[src/rtl/led_owner_scheduler.sv]
// led_owner_scheduler
//   Owns the 8 board LED lines. A fabric pattern engine drives them by default;
//   MSS software can take them over through a level request / grant handshake.
//   Every ownership change blanks the LEDs for GUARD_CYCLES cycles. A heartbeat
//   watchdog hands the LEDs back to the pattern engine if software goes quiet.
//
// Parameters
//   TICK_DIV      fabric cycles per pattern tick (>=2)
//   GUARD_CYCLES  LED blanking length on each ownership change (>=1)
//   WDG_TICKS     pattern ticks without a heartbeat edge before forced release (>=1)
//
// Ports
//   FAB_CCC_GL0   in   fabric clock, all inputs synchronous to it
//   FAB_RESET     in   synchronous active-high reset
//   MSS_READY     in   MSS is up; low forbids software ownership
//   GPIO_M2F      in   [7:0] software LED value
//   SW_REQ        in   level request for LED ownership by software
//   SW_HEARTBEAT  in   software toggles it; any edge feeds the watchdog
//   PATTERN_SEL   in   [1:0] 00 chaser, 01 blink, 10 binary count, 11 bounce
//   LED_OUT       out  [7:0] registered LED drive
//   SW_GNT        out  high only while software owns the LEDs
//   OWNER         out  [1:0] current state code
//   FAULT         out  sticky watchdog / MSS_READY-loss flag
module led_owner_scheduler #(
    parameter int TICK_DIV     = 5000000,
    parameter int GUARD_CYCLES = 16,
    parameter int WDG_TICKS    = 8
) (
    input  logic       FAB_CCC_GL0,
    input  logic       FAB_RESET,
    input  logic       MSS_READY,
    input  logic [7:0] GPIO_M2F,
    input  logic       SW_REQ,
    input  logic       SW_HEARTBEAT,
    input  logic [1:0] PATTERN_SEL,
    output logic [7:0] LED_OUT,
    output logic       SW_GNT,
    output logic [1:0] OWNER,
    output logic       FAULT
);

    localparam int TW = (TICK_DIV > 2) ? $clog2(TICK_DIV) : 1;
    localparam int GW = $clog2(GUARD_CYCLES + 1);
    localparam int WW = $clog2(WDG_TICKS + 1);

    localparam logic [TW-1:0] TICK_LAST  = TW'(TICK_DIV - 1);
    localparam logic [GW-1:0] GUARD_LOAD = GW'(GUARD_CYCLES - 1);
    localparam logic [WW-1:0] WDG_LIMIT  = WW'(WDG_TICKS);

    typedef enum logic [1:0] {
        ST_PATTERN   = 2'd0,
        ST_GUARD_IN  = 2'd1,
        ST_SW        = 2'd2,
        ST_GUARD_OUT = 2'd3
    } state_t;

    state_t          state;
    logic [TW-1:0]   tick_cnt;
    logic [GW-1:0]   gcnt;
    logic [WW-1:0]   wdg;
    logic [7:0]      pat;
    logic            dir;      // bounce direction: 0 = moving left
    logic [1:0]      sel_q;    // PATTERN_SEL as seen at the last tick
    logic            hb_q;
    logic            tick;
    logic            hb_edge;
    logic            enter_pattern;

    function automatic logic [7:0] seed_of(input logic [1:0] sel);
        case (sel)
            2'b00:   seed_of = 8'h01;
            2'b01:   seed_of = 8'hFF;
            2'b10:   seed_of = 8'h00;
            default: seed_of = 8'h01;
        endcase
    endfunction

    function automatic logic [7:0] pat_next(input logic [1:0] sel, input logic [7:0] p,
                                            input logic d);
        case (sel)
            2'b00:   pat_next = {p[6:0], p[7]};
            2'b01:   pat_next = ~p;
            2'b10:   pat_next = p + 8'd1;
            default: begin
                // Reverse at the ends so 80 is followed by 40 and 01 by 02.
                if (!d) pat_next = p[7] ? (p >> 1) : (p << 1);
                else    pat_next = p[0] ? (p << 1) : (p >> 1);
            end
        endcase
    endfunction

    function automatic logic dir_next(input logic [1:0] sel, input logic [7:0] p,
                                      input logic d);
        if (sel == 2'b11) dir_next = d ? !p[0] : p[7];
        else              dir_next = 1'b0;
    endfunction

    function automatic logic [WW-1:0] wdg_sat_inc(input logic [WW-1:0] w);
        wdg_sat_inc = (w == WDG_LIMIT) ? w : w + WW'(1);
    endfunction

    always_comb begin
        tick          = (tick_cnt == TICK_LAST);
        hb_edge       = (hb_q != SW_HEARTBEAT);
        enter_pattern = (state == ST_GUARD_OUT) && (gcnt == '0);
    end

    assign OWNER = state;

    // Free-running tick divider and heartbeat sampler
    always_ff @(posedge FAB_CCC_GL0) begin
        hb_q <= SW_HEARTBEAT;
        if (FAB_RESET || tick) tick_cnt <= '0;
        else                   tick_cnt <= tick_cnt + TW'(1);
    end

    // Pattern engine
    always_ff @(posedge FAB_CCC_GL0) begin
        if (FAB_RESET) begin
            pat   <= 8'h01;
            dir   <= 1'b0;
            sel_q <= 2'b00;
        end else if (enter_pattern) begin
            // Returning from software always restarts the selected pattern.
            pat   <= seed_of(PATTERN_SEL);
            dir   <= 1'b0;
            sel_q <= PATTERN_SEL;
        end else if (tick) begin
            sel_q <= PATTERN_SEL;
            if (state == ST_PATTERN) begin
                if (PATTERN_SEL != sel_q) begin
                    pat <= seed_of(PATTERN_SEL);
                    dir <= 1'b0;
                end else begin
                    pat <= pat_next(PATTERN_SEL, pat, dir);
                    dir <= dir_next(PATTERN_SEL, pat, dir);
                end
            end
        end
    end

    // Ownership FSM with registered outputs
    always_ff @(posedge FAB_CCC_GL0) begin
        if (FAB_RESET) begin
            state   <= ST_PATTERN;
            LED_OUT <= 8'h00;
            SW_GNT  <= 1'b0;
            FAULT   <= 1'b0;
            gcnt    <= '0;
            wdg     <= '0;
        end else begin
            case (state)
                ST_PATTERN: begin
                    LED_OUT <= pat;
                    if (FAULT && !SW_REQ) FAULT <= 1'b0;
                    if (MSS_READY && SW_REQ && !FAULT) begin
                        state <= ST_GUARD_IN;
                        gcnt  <= GUARD_LOAD;
                    end
                end
                ST_GUARD_IN: begin
                    LED_OUT <= 8'h00;
                    if (!SW_REQ || !MSS_READY) begin
                        state <= ST_GUARD_OUT;
                        gcnt  <= GUARD_LOAD;
                    end else if (gcnt == '0) begin
                        state  <= ST_SW;
                        SW_GNT <= 1'b1;
                        wdg    <= '0;
                    end else begin
                        gcnt <= gcnt - GW'(1);
                    end
                end
                ST_SW: begin
                    LED_OUT <= GPIO_M2F;
                    if (hb_edge)   wdg <= '0;
                    else if (tick) wdg <= wdg_sat_inc(wdg);
                    // All exit causes merge into one transition; fault causes set FAULT.
                    if (!SW_REQ || !MSS_READY || (wdg == WDG_LIMIT)) begin
                        state  <= ST_GUARD_OUT;
                        SW_GNT <= 1'b0;
                        gcnt   <= GUARD_LOAD;
                        if (!MSS_READY || (wdg == WDG_LIMIT)) FAULT <= 1'b1;
                    end
                end
                default: begin
                    LED_OUT <= 8'h00;
                    if (gcnt == '0) state <= ST_PATTERN;
                    else            gcnt  <= gcnt - GW'(1);
                end
            endcase
        end
    end

endmodule

[config.mk]
export PLATFORM = sky130hd
export DESIGN_NAME = led_owner_scheduler
export DESIGN_NICKNAME = d
export VERILOG_FILES = /design/src/rtl/led_owner_scheduler.sv
export SDC_FILE = /design/constraint.sdc
export NUM_CORES = 1
export LEC_CHECK = 0
export BUFFER_PORTS_ARGS = -buffer_cell sky130_fd_sc_hd__buf_2
export CORE_MARGIN = 1
export CORE_UTILIZATION = 25
export DETAILED_ROUTE_END_ITERATION = 10
export GPL_ROUTABILITY_DRIVEN = 0
export SYNTH_ARGS = -nofsm -noshare
export SYNTH_HDL_FRONTEND = slang
export SYNTH_SLANG_ARGS = --single-unit
[constraint.sdc]
create_clock -name FAB_CCC_GL0 -period 2.25 [get_ports FAB_CCC_GL0]
set_clock_uncertainty 0.15 [all_clocks]
set_input_delay 0.225 -clock FAB_CCC_GL0 [delete_from_list [all_inputs] [get_ports FAB_CCC_GL0]]
set_output_delay 0.225 -clock FAB_CCC_GL0 [all_outputs]
set_load 0.1 [all_outputs]
; ---- After elaboration in Yosys (flattened, before gate mapping)
; Index checks and enable logic that the tools add are counted.
[op_classes]
n_lt_le_gt_ge = 0
addsub = 4
n_mux = 40
shift = 0
div_mod_pow = 0
eq_ne = 19
n_reduce_logical = 28
mul = 0
n_bitwise = 1
[ops]
columns = cell, count
row1 = 8-bit 2-to-1 mux, 7
row2 = 8-bit case mux with 2 select lines, 2
row3 = 8-bit case mux with 3 select lines, 1
row4 = 23-bit by 1-bit adder with 23-bit output (second input constant), 1
row5 = 23-bit == test (second input constant), 1
row6 = 4-bit 2-to-1 mux, 5
row7 = 5-bit 2-to-1 mux, 4
row8 = 5-bit case mux with 3 select lines, 1
row9 = 2-bit 2-to-1 mux, 7
row10 = 4-bit AND reduction, 3
row11 = 1-bit 2-to-1 mux, 9
row12 = 3-bit != test (second input constant), 3
row13 = 8-bit by 1-bit adder with 8-bit output (second input constant), 1
row14 = 2-bit == test (second input constant), 4
row15 = 2-bit != test (second input constant), 4
row16 = 8-bit NOT, 1
row17 = 4-bit case mux with 2 select lines, 1
row18 = 2-bit nonzero test, 4
row19 = 2-bit case mux with 3 select lines, 1
row20 = 2-bit AND reduction, 3
row21 = 5-bit logical NOT, 1
row22 = 5-bit AND reduction, 1
row23 = 5-bit by 1-bit subtractor with 5-bit output (second input constant), 1
row24 = 4-bit by 1-bit adder with 4-bit output (second input constant), 1
row25 = 12 further kinds, 25
[totals]
elab_cells = 103
output_inout_bits = 12
memories = 0
latchBits = 0
input_bits = 15
mem_bits_ro = 0
mem_bits_rw = 0
reg_bits = 56

; ---- Depth between registers and ports, before layout
; Gate-level depths: netlist of run 1.
[logic_depth]
depth_word = 7
depth_mapped = 8
mapped_depth_nobuf = 7

; ---- Least setup slack after synthesis of run 1
; No wires, ideal clock.
[synth_path]
path_type = reg2reg
startpoint = register state[0], in the netlist OWNER[0]
endpoint = register state[1], in the netlist OWNER[1]
setup_time_ns = 0.128
setup_slack_ns = -0.509
arrival_time_ns = 2.482
required_ns = 1.972
path_stages_with_launch = 8
path_buffers = 0
period_less_slack_ns = 2.759
cell_sequence = dfxtp_1 inv_1 ha_1 and2_1 a32oi_1 o21ai_0 mux2i_1 nor2_1
[synth_via]
elab_chain_len = 3
elab_cells_between_ends = 9
cone_classes = 5 x eq/ne / 1 x mux / 3 x reduce/logical
[synth_rtl]
columns = item, line_no
row1 = from (decl), 57  ; state_t state;
row2 = from (signal assigned), 145  ; state <= ST_PATTERN;
row3 = from (signal assigned), 157  ; state <= ST_GUARD_IN;
row4 = from (signal assigned), 164  ; state <= ST_GUARD_OUT;
row5 = "2-bit by 1-bit == test with 1-bit output, or another cell as far along", 152  ; case (state)
row6 = "3-bit != test (no source line), or another cell as far along", --
row7 = 4-bit AND reduction (no source line), --
; Several ways; a longest one is shown, not always the timed one.
; A chain may end at the register's enable or synchronous reset.

; ---- Worst setup path after layout of run 1
[layout_path]
startpoint = register gcnt[0]
endpoint = register wdg[2]
[layout_via]
elab_chain_len = 3
[layout_rtl]
columns = item, line_no
row1 = from (decl), 59  ; logic [GW-1:0] gcnt;
row2 = from (signal assigned), 171  ; gcnt <= gcnt - GW'(1);
row3 = from (signal assigned), 189  ; else gcnt <= gcnt - GW'(1);
row4 = 5-bit logical NOT, 166  ; end else if (gcnt == '0) begin
row5 = 2-bit != test (no source line), --
row6 = 5-bit AND reduction (no source line), --
row7 = to (signal assigned), 177  ; else if (tick) wdg <= wdg_sat_inc(wdg);
row8 = to (decl), 60  ; logic [WW-1:0] wdg;
; Every way passes these cells.

==> results.yml, run 1 <==
outcome:
  status: "finished clean"
clock_network:
  clock_path_buffers: 2
  clk_pin_slew_worst_paths_ps: 80
  cts-buffers-inserted: 5
  root_buffer: "clkbuf_16"
  clk_latency_ps: 300
  htreeDepth: 2
  cts_tree: "built"
  clock-sinks: 56
floorplanning:
  dieArea_um2: 13300
  die_h_um: 115
  io-pin-count: 27
  die_w_um: 115
  start_util_pct: 26.1
  rows: 40
  core_area_um2: 12300
global_routing:
  grt_pass1_wl_mm: 13.1
  grt_max_degree: 23
  gr-total-overflow: 0
  grt_pass1_vias: 2764
  antenna_found_initial: 0
  grt_usage_pct: 12.1
finish:
  fin_nets: 448
  area_growth_pct: 19.0
  multi_input_area_um2: 1910
  seq_area_um2: 1130
  final_cells: 591
  layout-drive-gt1-share_pct: 18.2
  n_antenna_cell: 0
  fill_cells: 1289
power_and_ir_drop:
  p_per_area_nw_per_um2: 887
  ir_worst_vdd_mv: 0.373
  total_leakage_power_uw: 0.00133
hold_path:
  hold_depth: 3
  hp-class: "input pin to flip-flop"
  min-delay-start: "GPIO_M2F[1]"
  holdPathEnd: "LED_OUT[1]"
critical_path:
  crit_path_start: "gcnt[0]"
  crit_type: "flip-flop to flip-flop"
  worst_r2r_endpoint: "wdg[2]"
  rrSetupSlack_ps: 130
  endpoint_kind: "flip-flop"
  setup.worst_path.start_class: "flip-flop"
  required_ps: 2330
  cp_max_fo: 7
  worstReg2RegStart: "gcnt[0]"
  cp.arrival_ps: 2210
  reg2reg_depth: 7
timing:
  final_hold_viol_count: 0
  fin_crit_ps: 2120
  timing.hold.ws_ps: 11.1
  setup_violations: 0
  tns_ps: 0
  finalCritPeriodShare_pct: 94.4
  maxSlewHeadroom_pct: 62.7
  tightest_slew_ps: 554
  rsz0062_at_grt: "no"
  slew_viol_final: 0
  max_freq_mhz: 471
placement:
  place_inst: 581
  dpl.hpwl_mm: 5.51
  io_buffers: 26
logic_synthesis:
  avgSynthCellArea_um2: 8.27
  ys_ff_latch: 56
  yosysMostFrequentCell: "dfxtp_1"
  syn_inst: 387
  ys_seq_area_share_pct: 35.0
  yosysWarnings: 0
  synth_edf_count: 0
  netlist_top_cells_count: "dfxtp_1 (56), nor2_1 (53), nand2_1 (27)"
  ys_types: 56
  synth_area_um2: 3200
  synthFlopType: "dfxtp_1"
  syn-num-nets: 413
  synthTopCellsByArea: "dfxtp_1 (35%), nor2_1 (6.2%), xnor2_1 (6.0%), ha_1 (4.3%), a221oi_2 (3.3%)"
  synth_top_cell_area_share_pct: 35.0
  synth_top_area_cell: "dfxtp_1"
  async_flop_share_pct: 0
drt:
  route.detailed.drc: 0
  viasPerCell: 4.78
  num_vias: 2824
  ant_nets: 0
  first_pass_iters: 4
  drt_wl_total_mm: 7.47
  drtIter0Drc: 127
  post_drt_wl_per_cell_um: 12.6
job:
  drv_cap: 0
==> cell usage in the layout (no fill, tap or decap), types with 5 or more instances in the layout <==
master	count
nor3_1	10
or3_1	6
a221oi_2	7
inv_1	24
nand2b_1	8
clkbuf_16	5
xor2_1	5
a22oi_1	8
xnor2_1	22
nand2_1	27
nand3_1	13
a21oi_1	19
nor2b_1	5
dfxtp_1	54
buf_2	26
mux2i_1	9
buf_4	21
nor2_1	53
o21ai_0	17
ha_1	9
==> power breakdown <==
part           total [µW]  leakage, µW  internal, µW  switching [µW]
logic                1380     0.000799           502             876
registers            1190     0.000455          1090             100
clock network         812    0.0000708           422             390
==> metrics by stage <==
stage	util, %	worst slack (ps)	power [µW]	cell area, µm²
2_1_floorplan	-	47.5	2170	3210
3_3_place_gp	29.6	135	2510	3630
3_5_place_dp	29.6	91.4	2540	3630
4_1_cts	30.9	73.5	3340	3790
5_1_grt	31.1	4.23	3590	3810
6_report	31.1	127	3380	3810
==> critical path, stage by stage (launching register included) <==
cell	delay, ps
dfxtp_1	340
inv_1	80
ha_2	200
or4b_4	500
o22ai_4	160
nand4_4	160
or3_1	330
a21oi_1	140
==> final cells by class <==
type / instances / area share (%)
Tap cell: 168 / 5.52
Inverter: 24 / 2.37
Multi-Input combinational cell: 286 / 50.3
Clock inverter: 3 / 0.657
Clock buffer: 5 / 3.29
Sequential cell: 56 / 29.6
Timing Repair Buffer: 49 / 8.34
==> how the worst max path moves through the flow <==
stage                          end  slack (ps)  cells after the start
after CTS                   wdg[1]          70                      7
after detailed placement    wdg[1]          90                      7
after floorplan           OWNER[1]          50                      7
after global placement      pat[5]         140                      7
after global routing        wdg[2]           4                      7
final                       wdg[2]         130                      7
==> kinds of logic after synthesis <==
family                   synth area share [%]
AO/OA/AOI/OAI                            19.5
XOR/XNOR                                 7.39
adder cells (fa/ha/maj)                  4.30
buffers and inverters                    5.63
flip-flops                               35.0
multiplexers                             3.17
AND/OR/NAND/NOR                          25.0
==> sequential cells by signal, summed over array words and instances, names as in the netlist <==
signal,flops
tick_cnt,23
pat,8
LED_OUT,8
wdg,4
dir,1
gcnt,5
FAULT,1
OWNER,2
hb_q,1
SW_GNT,1
sel_q,2
==> per-layer routing <==
| layer | GRT usage [%] | part of all wire (%) |
|---|---|---|
| met1 | 16.7 | 49 |
| met2 | 19.3 | 47 |
| met3 | 2.00 | 3.5 |
| met4 | 3.72 | 1.4 |
| met5 | 0 | 0 |
==> repair_timing <==
item | in CTS | in global routing
endpoints found under the hold margin | 1 | 0
hold buffers | 1 | 0
resized for setup | 0 | 3
buffers inserted | 0 | 1
endpoints found under the setup margin | 0 | 11
(Power assumes the default switching activity.)
==> inputs of run 2 (changes only) <==
--- a/config.mk
+++ b/config.mk
@@ -10,6 +10,7 @@
 export CORE_UTILIZATION = 25
 export DETAILED_ROUTE_END_ITERATION = 10
 export GPL_ROUTABILITY_DRIVEN = 0
+export SETUP_SLACK_MARGIN = 0.4
 export SYNTH_ARGS = -nofsm -noshare
 export SYNTH_HDL_FRONTEND = slang
 export SYNTH_SLANG_ARGS = --single-unit
==> results.yml, run 2 (synthesized netlist as in run 1, its figures left out) <==
finish:
  fin_util_pct: 35.1
  area_growth_pct: 34.3
  reg_top3: "tick_cnt: 23 flops, LED_OUT: 8 flops, pat: 8 flops"
  top_register: "tick_cnt"
  multi_input_area_um2: 2210
  n_antenna_cell: 0
  largest_reg_flops: 23
  seq_area_um2: 1150
  fin_nets: 462
  layout_commonest_cell: "nor2_1"
  layout-drive-gt1-share_pct: 32.5
  final_cell_mix: "nor2_1 (46), dfxtp_1 (40), buf_4 (29), nand2_1 (26), buf_2 (26)"
  fill_cells: 1241
drt:
  first_pass_iters: 4
  dr.max_layer_used: "met4"
  wl_met1_mm: 3.78
  num_vias: 2926
  viasPerCell: 4.84
  ant_nets: 0
  drt_wl_total_mm: 8.38
  route.detailed.drc: 0
  drtIter0Drc: 93
  dr_wl_met2_mm: 4.25
  wl_met3_um: 258
  post_drt_wl_per_cell_um: 13.8
floorplanning:
  rows: 40
  io-pin-count: 27
  die_h_um: 115
  die_w_um: 115
  start_util_pct: 26.1
  dieArea_um2: 13300
  core_area_um2: 12300
placement:
  dpl.hpwl_mm: 5.50
  io_buffers: 26
  dp_slack_ps: -20.7
power_and_ir_drop:
  p_total_uw: 4000
  p_per_area_nw_per_um2: 931
  total_leakage_power_uw: 0.00146
  ir_worst_vdd_mv: 0.520
critical_path:
  crit_type: "flip-flop to flip-flop"
  cp.arrival_ps: 2060
  critPathSlowestCell: "or4b_4"
  cp_max_fo: 4
  required_ps: 2300
  cp_num_buf_inv: 3
  crit_family: "simple AND/OR/NAND/NOR gates"
  setup.worst_path.start_class: "flip-flop"
  cp_cell_sequence: "inv_2 > ha_4 > or4b_4 > buf_4 > buf_6 > a21oi_1 > nor2_1 > a221oi_1"
  max_stage_delay_ps: 490
  endpoint_kind: "flip-flop"
clock_network:
  clk_latency_ps: 300
  clk_pin_slew_worst_paths_ps: 80
  cts-buffers-inserted: 5
  cts_tree: "built"
  clock-sinks: 56
  clock_path_buffers: 2
  root_buffer: "clkbuf_16"
  htreeDepth: 2
timing:
  fin_crit_ps: 2010
  maxSlewHeadroom_pct: 67.2
  fin_ws_ps: 243
  setup_violations: 0
  slew_viol_final: 0
  final_hold_viol_count: 0
  finalCritPeriodShare_pct: 89.2
  max_freq_mhz: 498
  timing.hold.ws_ps: 16.4
  tightest_slew_ps: 495
  rsz0062_at_grt: "yes"
global_routing:
  grt_usage_pct: 12.5
  gr-total-overflow: 0
  grt_pass1_vias: 2813
  grt_max_degree: 23
  antenna_found_initial: 0
  grt_pass1_wl_mm: 13.3
job:
  drv_cap: 0
outcome:
  status: "finished clean"
hold_path:
  hp-class: "input pin to flip-flop"
[run 2: cell types whose count changed in the layout (fill, tap and decap cells not counted), sizes merged]
| cell | delta |
|---|---|
| buf | +11 |
| a32oi | +1 |
| clkbuf | +1 |
| bufinv | +2 |
| inv | -1 |
| o21a | +1 |
| clkinvlp | -1 |
[run 2: layer usage]
metal  vias to the layer above  GRT usage [%]
met4                         0           3.64
met1                      1414           15.6
met2                        41           22.0
met5                         -              0
met3                         8           2.16
li1                       1463              -
[run 2: layout make-up]
| type | count | share of cell area (%) |
|---|---|---|
| clock buffers | 5 | 2.91 |
| clock inverters | 3 | 1.60 |
| inverters | 24 | 2.15 |
| multi-input cells | 288 | 51.5 |
| flip-flops and latches | 56 | 26.8 |
| well taps | 168 | 4.89 |
| repair buffers | 61 | 10.2 |
[run 2: what timing repair did]
item,in CTS,in global routing
endpoints found under the setup margin,42,45
hold endpoints to repair,1,0
pin swaps,9,27
resized for setup,23,37
setup buffers,12,8
gates cloned,1,3
hold buffers,1,0
[run 2: report_power, final]
group          switching [µW]  internal, µW  total [µW]
registers                 111          1100        1210
logic                    1060           718        1780
clock network             373           642        1010
total                    1550          2460        4000
[run 2: final timing paths]
path,start,end,slack [ps],cells past startpoint
max reg2reg,gcnt[0],gcnt[1],240,8
min,GPIO_M2F[3],LED_OUT[3],20,3
min reg2reg,gcnt[4],gcnt[4],360,2
max,gcnt[0],gcnt[1],240,8
[run 2: metrics by stage]
| stage | cells | area (µm²) | setup TNS [ps] |
|---|---|---|---|
| CTS | 594 | 4040 | 0 |
| global route | 605 | 4300 | 0 |
| global placement | 572 | 3650 | 0 |
| finish | 605 | 4300 | 0 |
| detailed placement | 572 | 3650 | -27.7 |
| floorplan | 387 | 3300 | 0 |
[run 2: worst min-delay path: stages]
cell and delay, ps:
buf_2 80, a22oi_1 50, nor2_1 80
